`src/rtl/draw_bg_scroll_if.sv`:
```
// VGA pixel bundle between draw stages: timing counters, syncs, blanks, rgb.
// Modports: vga_out drives the bundle, vga_in consumes it.
interface vga_if;
    logic [10:0] vcount;
    logic        vsync;
    logic        vblnk;
    logic [10:0] hcount;
    logic        hsync;
    logic        hblnk;
    logic [11:0] rgb;

    modport vga_out (
        output vcount, vsync, vblnk, hcount, hsync, hblnk, rgb
    );
    modport vga_in (
        input  vcount, vsync, vblnk, hcount, hsync, hblnk, rgb
    );
endinterface

```
`src/rtl/draw_bg_scroll.sv`:
```
// Scaled, scrolled, wrap-around background renderer composited with overlays.
// Ports: clk/rst (sync, active-high); timing in (h/v count, sync, blank);
//   bg_addr -> ROM, rgb_background <- ROM (ROM_LAT later); scroll_we/x/y
//   shadow writes, latched at vblank rise; bg_front priority select;
//   layer_on/layer_rgb overlays; vga_out delayed timing + composited rgb.
// Optional: DRAW_BG_DIM_EN adds dim_shift[1:0], a per-frame channel dimmer.
module draw_bg_scroll #(
    parameter int          SCALE_SHIFT = 2,
    parameter int          BG_W        = 256,
    parameter int          BG_H        = 256,
    parameter int          ADDR_W      = 20,
    parameter int          ROM_LAT     = 1,
    parameter int          NLAYERS     = 2,
    parameter logic [11:0] KEY_COLOR   = 12'h000,
    localparam int         XW          = $clog2(BG_W),
    localparam int         YW          = $clog2(BG_H)
) (
    input  logic                  clk,
    input  logic                  rst,
    input  logic [10:0]           vcount_in,
    input  logic                  vsync_in,
    input  logic                  vblnk_in,
    input  logic [10:0]           hcount_in,
    input  logic                  hsync_in,
    input  logic                  hblnk_in,
    output logic [ADDR_W-1:0]     bg_addr,
    input  logic [11:0]           rgb_background,
    input  logic                  scroll_we,
    input  logic [XW-1:0]         scroll_x,
    input  logic [YW-1:0]         scroll_y,
    input  logic                  bg_front,
    input  logic [NLAYERS-1:0]    layer_on,
    input  logic [12*NLAYERS-1:0] layer_rgb,
`ifdef DRAW_BG_DIM_EN
    input  logic [1:0]            dim_shift,
`endif
    vga_if.vga_out                vga_out
);

    localparam int D = ROM_LAT + 1;

    typedef struct packed {
        logic [10:0]           hc;
        logic [10:0]           vc;
        logic                  hs;
        logic                  vs;
        logic                  hb;
        logic                  vb;
        logic [NLAYERS-1:0]    on;
        logic [12*NLAYERS-1:0] rgb;
    } dly_t;

    logic            r_vblnk_prev;
    logic [XW-1:0]   r_shd_x;
    logic [YW-1:0]   r_shd_y;
    logic [XW-1:0]   r_act_x;
    logic [YW-1:0]   r_act_y;
    logic [ADDR_W-1:0] r_addr;
    dly_t            r_dly [D];

    logic            w_vb_rise;
    logic [XW-1:0]   w_sx;
    logic [YW-1:0]   w_sy;
    dly_t            w_in;
    dly_t            w_d;
    logic [11:0]     w_lsel;
    logic            w_lany;
    logic            w_bgok;
    logic [11:0]     w_pix;
    logic [11:0]     w_out;

    assign w_vb_rise = vblnk_in & ~r_vblnk_prev;

    // Scroll: shadow takes every write; active only at vblank rise, with a
    // same-cycle write passed straight through so it is not lost a frame.
    always_ff @(posedge clk) begin
        if (rst) begin
            r_vblnk_prev <= 1'b0;
            r_shd_x      <= '0;
            r_shd_y      <= '0;
            r_act_x      <= '0;
            r_act_y      <= '0;
        end else begin
            r_vblnk_prev <= vblnk_in;
            if (scroll_we) begin
                r_shd_x <= scroll_x;
                r_shd_y <= scroll_y;
            end
            if (w_vb_rise) begin
                r_act_x <= scroll_we ? scroll_x : r_shd_x;
                r_act_y <= scroll_we ? scroll_y : r_shd_y;
            end
        end
    end

    // Truncating add gives the wrap; power-of-two width makes {sy,sx}
    // equal to sy*BG_W+sx.
    assign w_sx = hcount_in[SCALE_SHIFT +: XW] + r_act_x;
    assign w_sy = vcount_in[SCALE_SHIFT +: YW] + r_act_y;

    always_ff @(posedge clk) begin
        if (rst) r_addr <= '0;
        else     r_addr <= ADDR_W'({w_sy, w_sx});
    end

    assign bg_addr = r_addr;

    assign w_in = '{hc: hcount_in, vc: vcount_in, hs: hsync_in,
                    vs: vsync_in, hb: hblnk_in, vb: vblnk_in,
                    on: layer_on, rgb: layer_rgb};

    always_ff @(posedge clk) begin
        if (rst) begin
            for (int k = 0; k < D; k++) r_dly[k] <= '0;
        end else begin
            r_dly[0] <= w_in;
            for (int k = 1; k < D; k++) r_dly[k] <= r_dly[k-1];
        end
    end

    assign w_d = r_dly[D-1];

    // Downward scan so the lowest-index active layer wins.
    always_comb begin
        w_lsel = '0;
        for (int i = NLAYERS - 1; i >= 0; i--) begin
            if (w_d.on[i]) w_lsel = w_d.rgb[12*i +: 12];
        end
    end

    assign w_lany = |w_d.on;
    assign w_bgok = (rgb_background != KEY_COLOR);

    always_comb begin
        w_pix = '0;
        if (w_d.hb || w_d.vb) begin
            w_pix = '0;
        end else if (bg_front) begin
            if (w_bgok)      w_pix = rgb_background;
            else if (w_lany) w_pix = w_lsel;
        end else begin
            if (w_lany)      w_pix = w_lsel;
            else if (w_bgok) w_pix = rgb_background;
        end
    end

`ifdef DRAW_BG_DIM_EN
    logic [1:0] r_dim;

    always_ff @(posedge clk) begin
        if (rst)            r_dim <= '0;
        else if (w_vb_rise) r_dim <= dim_shift;
    end

    assign w_out = {w_pix[11:8] >> r_dim,
                    w_pix[7:4]  >> r_dim,
                    w_pix[3:0]  >> r_dim};
`else
    assign w_out = w_pix;
`endif

    always_ff @(posedge clk) begin
        if (rst) begin
            vga_out.vcount <= '0;
            vga_out.vsync  <= 1'b0;
            vga_out.vblnk  <= 1'b0;
            vga_out.hcount <= '0;
            vga_out.hsync  <= 1'b0;
            vga_out.hblnk  <= 1'b0;
            vga_out.rgb    <= '0;
        end else begin
            vga_out.vcount <= w_d.vc;
            vga_out.vsync  <= w_d.vs;
            vga_out.vblnk  <= w_d.vb;
            vga_out.hcount <= w_d.hc;
            vga_out.hsync  <= w_d.hs;
            vga_out.hblnk  <= w_d.hb;
            vga_out.rgb    <= w_out;
        end
    end

endmodule
```
`src/flat_wrapper.sv`:
```
// flat-port wrapper written by rule: the top's interface ports become plain ports
module draw_bg_scroll_flat 
#(
    parameter int          SCALE_SHIFT = 2,
    parameter int          BG_W        = 256,
    parameter int          BG_H        = 256,
    parameter int          ADDR_W      = 20,
    parameter int          ROM_LAT     = 1,
    parameter int          NLAYERS     = 2,
    parameter logic [11:0] KEY_COLOR   = 12'h000,
    localparam int         XW          = $clog2(BG_W),
    localparam int         YW          = $clog2(BG_H)
)
  (clk, rst, vcount_in, vsync_in, vblnk_in, hcount_in, hsync_in, hblnk_in, bg_addr, rgb_background, scroll_we, scroll_x, scroll_y, bg_front, layer_on, layer_rgb, vga_out_vcount, vga_out_vsync, vga_out_vblnk, vga_out_hcount, vga_out_hsync, vga_out_hblnk, vga_out_rgb);
  vga_if vga_out_i ();
  input  logic clk;
  input  logic rst;
  input  logic [10:0] vcount_in;
  input  logic vsync_in;
  input  logic vblnk_in;
  input  logic [10:0] hcount_in;
  input  logic hsync_in;
  input  logic hblnk_in;
  output logic [ADDR_W-1:0] bg_addr;
  input  logic [11:0] rgb_background;
  input  logic scroll_we;
  input  logic [XW-1:0] scroll_x;
  input  logic [YW-1:0] scroll_y;
  input  logic bg_front;
  input  logic [NLAYERS-1:0] layer_on;
  input  logic [12*NLAYERS-1:0] layer_rgb;
  output wire logic [$bits(vga_out_i.vcount)-1:0] vga_out_vcount;
  output wire logic [$bits(vga_out_i.vsync)-1:0] vga_out_vsync;
  output wire logic [$bits(vga_out_i.vblnk)-1:0] vga_out_vblnk;
  output wire logic [$bits(vga_out_i.hcount)-1:0] vga_out_hcount;
  output wire logic [$bits(vga_out_i.hsync)-1:0] vga_out_hsync;
  output wire logic [$bits(vga_out_i.hblnk)-1:0] vga_out_hblnk;
  output wire logic [$bits(vga_out_i.rgb)-1:0] vga_out_rgb;
  assign vga_out_vcount = vga_out_i.vcount;
  assign vga_out_vsync = vga_out_i.vsync;
  assign vga_out_vblnk = vga_out_i.vblnk;
  assign vga_out_hcount = vga_out_i.hcount;
  assign vga_out_hsync = vga_out_i.hsync;
  assign vga_out_hblnk = vga_out_i.hblnk;
  assign vga_out_rgb = vga_out_i.rgb;
  draw_bg_scroll #(.SCALE_SHIFT(SCALE_SHIFT), .BG_W(BG_W), .BG_H(BG_H), .ADDR_W(ADDR_W), .ROM_LAT(ROM_LAT), .NLAYERS(NLAYERS), .KEY_COLOR(KEY_COLOR)) u_core (.clk(clk), .rst(rst), .vcount_in(vcount_in), .vsync_in(vsync_in), .vblnk_in(vblnk_in), .hcount_in(hcount_in), .hsync_in(hsync_in), .hblnk_in(hblnk_in), .bg_addr(bg_addr), .rgb_background(rgb_background), .scroll_we(scroll_we), .scroll_x(scroll_x), .scroll_y(scroll_y), .bg_front(bg_front), .layer_on(layer_on), .layer_rgb(layer_rgb), .vga_out(vga_out_i));
endmodule
```
`config.mk`:
```
export PLATFORM = sky130hd
export DESIGN_NAME = draw_bg_scroll_flat
export DESIGN_NICKNAME = d
export VERILOG_FILES = /design/src/rtl/draw_bg_scroll_if.sv /design/src/rtl/draw_bg_scroll.sv /design/src/flat_wrapper.sv
export SDC_FILE = /design/constraint.sdc
export NUM_CORES = 1
export LEC_CHECK = 0
export BUFFER_PORTS_ARGS = -buffer_cell sky130_fd_sc_hd__buf_4
export CAP_MARGIN = 40
export CORE_MARGIN = 4
export CORE_UTILIZATION = 49
export DETAILED_ROUTE_END_ITERATION = 8
export PLACE_DENSITY_LB_ADDON = 0.08
export SYNTH_ARGS = -nofsm -noshare
export SYNTH_HDL_FRONTEND = slang
export SYNTH_SLANG_ARGS = --single-unit
```
`constraint.sdc`:
```
create_clock -name clk -period 2.8 [get_ports clk]
set_clock_uncertainty 0.2 [all_clocks]
set_input_delay 0.14 -clock clk [delete_from_list [all_inputs] [get_ports clk]]
set_output_delay 0.14 -clock clk [all_outputs]
set_load 0.01 [all_outputs]
```
# == Word level (Yosys, flattened, before mapping) ==
# Memory sizes are Yosys's and may differ from the RTL's.
# Index checks and enable logic that the tools add are counted.
# op_classes
n_reduce_logical,4
bitwise,4
mux,14
n_addsub,2
# ops
operator,n
52-bit 2-to-1 mux,2
12-bit 2-to-1 mux,7
8-bit adder,2
8-bit 2-to-1 mux,2
12-bit nonzero test,1
2-bit OR reduction,2
1-bit 2-to-1 mux,3
1-bit OR,2
1-bit bitwise AND,1
1-bit logical OR,1
1-bit NOT,1
# word_totals
ff_bits,91
n_memories,1
mem_bits_rw,104
input_bits,84
# memory_table
memory,words,word_bits,read_ports,rd_clocked_by_memory_dff,write_ports,line_no,text
u_core.r_dly,2,52,2,0,2,draw_bg_scroll.sv:59,dly_t r_dly [D];

# == Longest topological paths before layout ==
# depth
depth_word,5
depth_mapped,7
mapped_depth_nobuf,7

# == Worst setup path after synthesis ==
# OpenSTA, ideal clock, no wires.
# synth_path
path_type,register to register
from,register u_core.r_act_y[1]
to,register u_core.r_addr[15] (netlist: u_core.bg_addr[15])
path_slack_ps,867
path_stages_with_launch,6
t_arrival_ps,1612
synth_period_minus_slack_ps,1933
cell_sequence,dfxtp_1 -> ha_1 -> a211oi_1 -> o21bai_1 -> o41ai_1 -> mux2_2
# synth_between
elab_chain_cells,1
# synth_lines
element,line_no,text
start: declaration,draw_bg_scroll.sv:57,logic [YW-1:0] r_act_y;
start signal: assignment,draw_bg_scroll.sv:91,r_act_y <= scroll_we ? scroll_y : r_shd_y;
8-bit adder,draw_bg_scroll.sv:99,assign w_sy = vcount_in[SCALE_SHIFT +: YW] + r_act_y;
end signal: assignment,draw_bg_scroll.sv:103,"else r_addr <= ADDR_W'({w_sy, w_sx});"
end: declaration,draw_bg_scroll.sv:58,logic [ADDR_W-1:0] r_addr;
# No other way between the ends.
# A chain may end at the register's enable or synchronous reset.

# == Worst setup path in the final report ==
# layout_path
from,input port rgb_background[0]
to,register u_core.vga_out.rgb[1]
# layout_between
elab_chain_cells,4
elab_cells_between_ends,5
classes_between,mux: 4; reduce/logical: 1
# layout_lines
element,line_no,text
start: declaration,flat_wrapper.sv:25,input logic [11:0] rgb_background;
12-bit nonzero test (*),draw_bg_scroll.sv:132,assign w_bgok = (rgb_background != KEY_COLOR);
12-bit 2-to-1 mux,draw_bg_scroll.sv:143,else if (w_bgok) w_pix = rgb_background;
12-bit 2-to-1 mux,draw_bg_scroll.sv:142,if (w_lany) w_pix = w_lsel;
12-bit 2-to-1 mux (*),draw_bg_scroll.sv:138,end else if (bg_front) begin
end signal: assignment,draw_bg_scroll.sv:178,vga_out.rgb <= w_out;
end: declaration,draw_bg_scroll_if.sv:13,"output vcount, vsync, vblnk, hcount, hsync, hblnk, rgb"
# Mark *: on every way between the ends. The rest lies on a longest branch, timed or not.

==> impl_metrics.ini <==
[run_status]
status = finished, final reports clean

[synthesis]
ys_top_cells_by_area = dfxtp_1, nor2b_1, nor2_1
yosys_warnings = 0
ys_seq_area_share_pct = 60.8
synth_edf_count = 0
ys_async_sr_fraction_pct = 0
synth-seq-cells = 190
synth_top_area_cell = dfxtp_1
syn_area_sq_um = 6260
synth_cell_types = 38
ys.flop_type = dfxtp_1
synth_top_area_share_pct = 60.8
netlist_instances = 567
avgSynthCellArea_sq_um = 11.0

[clock_tree]
ctsLongestPathBuffers = 2
cts_root_buf = clkbuf_16
numClockSinks = 190
clk_pin_slew_worst_paths_ps = 70
cts_buffers = 17
cts_max_level = 4
insertion_delay_ps = 410
cts_tree = yes

[power_and_ir_drop]
switching_power_w = 0.00135
power.share.clock_pct = 37.9
leakagePower_nw = 3.85
p_per_area_nw_per_um2 = 645
intPower_w = 0.00443
p_sw_share_pct = 23.3
pwr-share-comb_pct = 11.8
pwr-share-seq_pct = 50.3
ir_drop_v = 0.000409

[sta]
maxSlewHeadroom_pct = 44.4
rsz0062_at_grt = no
fin_ws_ps = 83.9
fmax_ghz = 0.368
slew_viol_final = 0
min_period_ps = 2720
setup_viol = 0
worstMarginPinSlew_ps = 832
hold_viol = 0
tns_ps = 0
min_period_over_period_pct = 97.0

[routing]
dr.pass1.iters = 5
routedWlPerCell_um = 13.4
vias_per_cell = 4.57
drtIter0Drc = 273
ant_nets = 0
drc_errors = 0
vias = 4478
routed_wl_um = 13100

[cells_and_area]
areaGrowthSynthToFinish_pct = 43.0
utilization_pct = 71.2
final_cells = 979
finalNetCount = 895
drive_above_1_share_pct = 22.2
antennaDiodeCount = 0
final.fill_count = 944

[job]
cap_violations = 0

[floorplan]
initial_core_util_pct = 49.8
num_io_pins = 142
fp-row-count = 41
die_h_um = 121
dieArea_sq_um = 14600
die_w_um = 121
core-area_sq_um = 12600

[worst_setup_path]
reg2reg_slack_ps = 260
timing.rr.end = u_core.vga_out.rgb[1]$_SDFF_PP0_
cp_data_arrival_time_ps = 2860
cp_max_fo = 12
rr_worst_depth = 5
worst_setup_path_end_kind = register
r2r_start = u_core.r_dly[0][76]$_SDFF_PP0_
cp.required_ps = 2940
cp-start-kind = primary input
path_class = primary input to register

[placement]
gp_congestion = 0.853
placed_cells = 846
pre_cts_slack_ps = 720
io_buffers = 137
post-dp-hpwl_um = 8310

[global_routing]
grt_pass1_wl_um = 21000
grt_pass1_vias = 4484
grt_overflow = 0
antenna_found_initial = 0
grt.total_usage_pct = 18.1
grt_max_degree = 94

[worst_hold_path]
whs_endpoint = u_core.r_shd_y[5]$_SDFF_PP0_
min_from = scroll_we
hp-class = primary input to register
min_path_cells = 3
how the worst max path moves through the flow:
stage                                        start                           endpoint  slack, ps  depth (start not counted)
global placement    u_core.r_act_x[1]$_SDFFE_PP0P_       u_core.bg_addr[7]$_SDFF_PP0_        780                          5
floorplan           u_core.r_act_y[1]$_SDFFE_PP0P_      u_core.bg_addr[15]$_SDFF_PP0_        870                          5
finish                           rgb_background[0]   u_core.vga_out.rgb[1]$_SDFF_PP0_         80                          7
global route                     rgb_background[0]   u_core.vga_out.rgb[5]$_SDFF_PP0_         20                          7
detailed placement  u_core.r_act_y[1]$_SDFFE_PP0P_      u_core.bg_addr[15]$_SDFF_PP0_        720                          5
CTS                              rgb_background[6]  u_core.vga_out.rgb[11]$_SDFF_PP0_        270                          7
final cells by class:
type                            instances  area, sq um  share of cell area, %
Clock inverter                         12         87.6                  0.978
Multi-Input combinational cell        338         2280                   25.5
Timing Repair Buffer                  242         2090                   23.3
Inverter                                6         22.5                  0.252
Clock buffer                           19          453                   5.06
Sequential cell                       190         3800                   42.5
Tap cell                              172          215                   2.40
synth_stat cells, types with 3 or more instances:
library cell  number
dfxtp_1          190
nor2b_1          138
nor2_1            58
clkbuf_1          25
a211oi_1          22
mux2i_1           16
ha_1              14
a22o_1            12
a22oi_1           10
nor3b_1            8
inv_1              6
nor3_1             6
o21ai_0            6
o21bai_1           5
buf_4              4
nand2b_1           4
nor4b_1            4
buf_1              3
buf_2              3
or4_1              3
timing repair:
item,CTS,global route
gates resized for setup,0,0
hold buffers,101,0
endpoints found under the hold margin,108,0
buffers inserted,0,0
layer usage:
metal  vias to the layer above  global-route usage, %  routed length (um)
li1                       2328                      -                   -
met2                       123                   29.1                6020
met4                         0                   7.22                 231
met1                      2005                   23.5                6120
met3                        22                   4.52                 707
met5                         -                      0                   0
worst max-delay path, stage by stage:
cell and delay [ps]:
dlygate4sd3_1 560, buf_4 150, or4_4 530, o31ai_4 580
a22oi_1 170, dlygate4sd3_1 620, nor2_1 110
power by group through the flow:
stage | sequential, W | combinational (W) | clock, W
detailed placement | 0.00297 | 0.000556 | 0
global route | 0.00292 | 0.000748 | 0.00233
global placement | 0.00296 | 0.000543 | 0
finish | 0.00290 | 0.000683 | 0.00219
CTS | 0.00291 | 0.000676 | 0.00222
floorplan | 0.00297 | 0.000300 | 0
per-stage QoR:
stage	instance area [sq um]	hold slack (ps)	power, W
floorplan	6270	68.2	0.00327
global placement	7390	151	0.00351
detailed placement	7390	155	0.00352
CTS	8940	0.571	0.00580
global route	8950	27.6	0.00600
finish	8950	17.8	0.00577
logic make-up after synthesis:
| logic type | synth area share (%) |
|---|---|
| other | 0.0599 |
| AO/OA/AOI/OAI | 8.82 |
| AND/OR/NAND/NOR | 20.8 |
| flip-flops | 60.8 |
| adder cells (fa/ha/maj) | 3.44 |
| buffers and inverters | 2.94 |
| multiplexers | 2.92 |
| XOR/XNOR | 0.280 |
flip-flops by register name, summed over array words and instances, names as in the netlist:
signal                 flops
u_core.r_act_y             8
u_core.r_shd_x             8
u_core.r_act_x             8
u_core.vga_out.vblnk       1
u_core.r_shd_y             8
u_core.vga_out.hsync       1
u_core.vga_out.rgb        12
u_core.r_dly             104
u_core.vga_out.vsync       1
u_core.vga_out.hcount     11
u_core.vga_out.vcount     11
u_core.bg_addr            16
u_core.vga_out.hblnk       1
cells in the final DEF (no fill, tap or decap), types with 3 or more instances in the layout:
| master | n |
|---|---|
| nor4b_1 | 4 |
| nor2_1 | 58 |
| conb_1 | 4 |
| mux2i_1 | 16 |
| clkbuf_16 | 17 |
| a211oi_1 | 22 |
| dfxtp_1 | 190 |
| o21bai_1 | 5 |
| a22oi_1 | 10 |
| ha_1 | 14 |
| a22o_1 | 12 |
| or4_1 | 3 |
| inv_1 | 6 |
| buf_4 | 139 |
| nor3b_1 | 8 |
| o21ai_0 | 6 |
| nor2b_1 | 137 |
| nand2b_1 | 4 |
| clkinv_4 | 3 |
| nor3_1 | 6 |
| inv_6 | 3 |
| clkinv_2 | 4 |
| dlygate4sd3_1 | 101 |
Note: power is estimated with default switching activity, not from simulation.
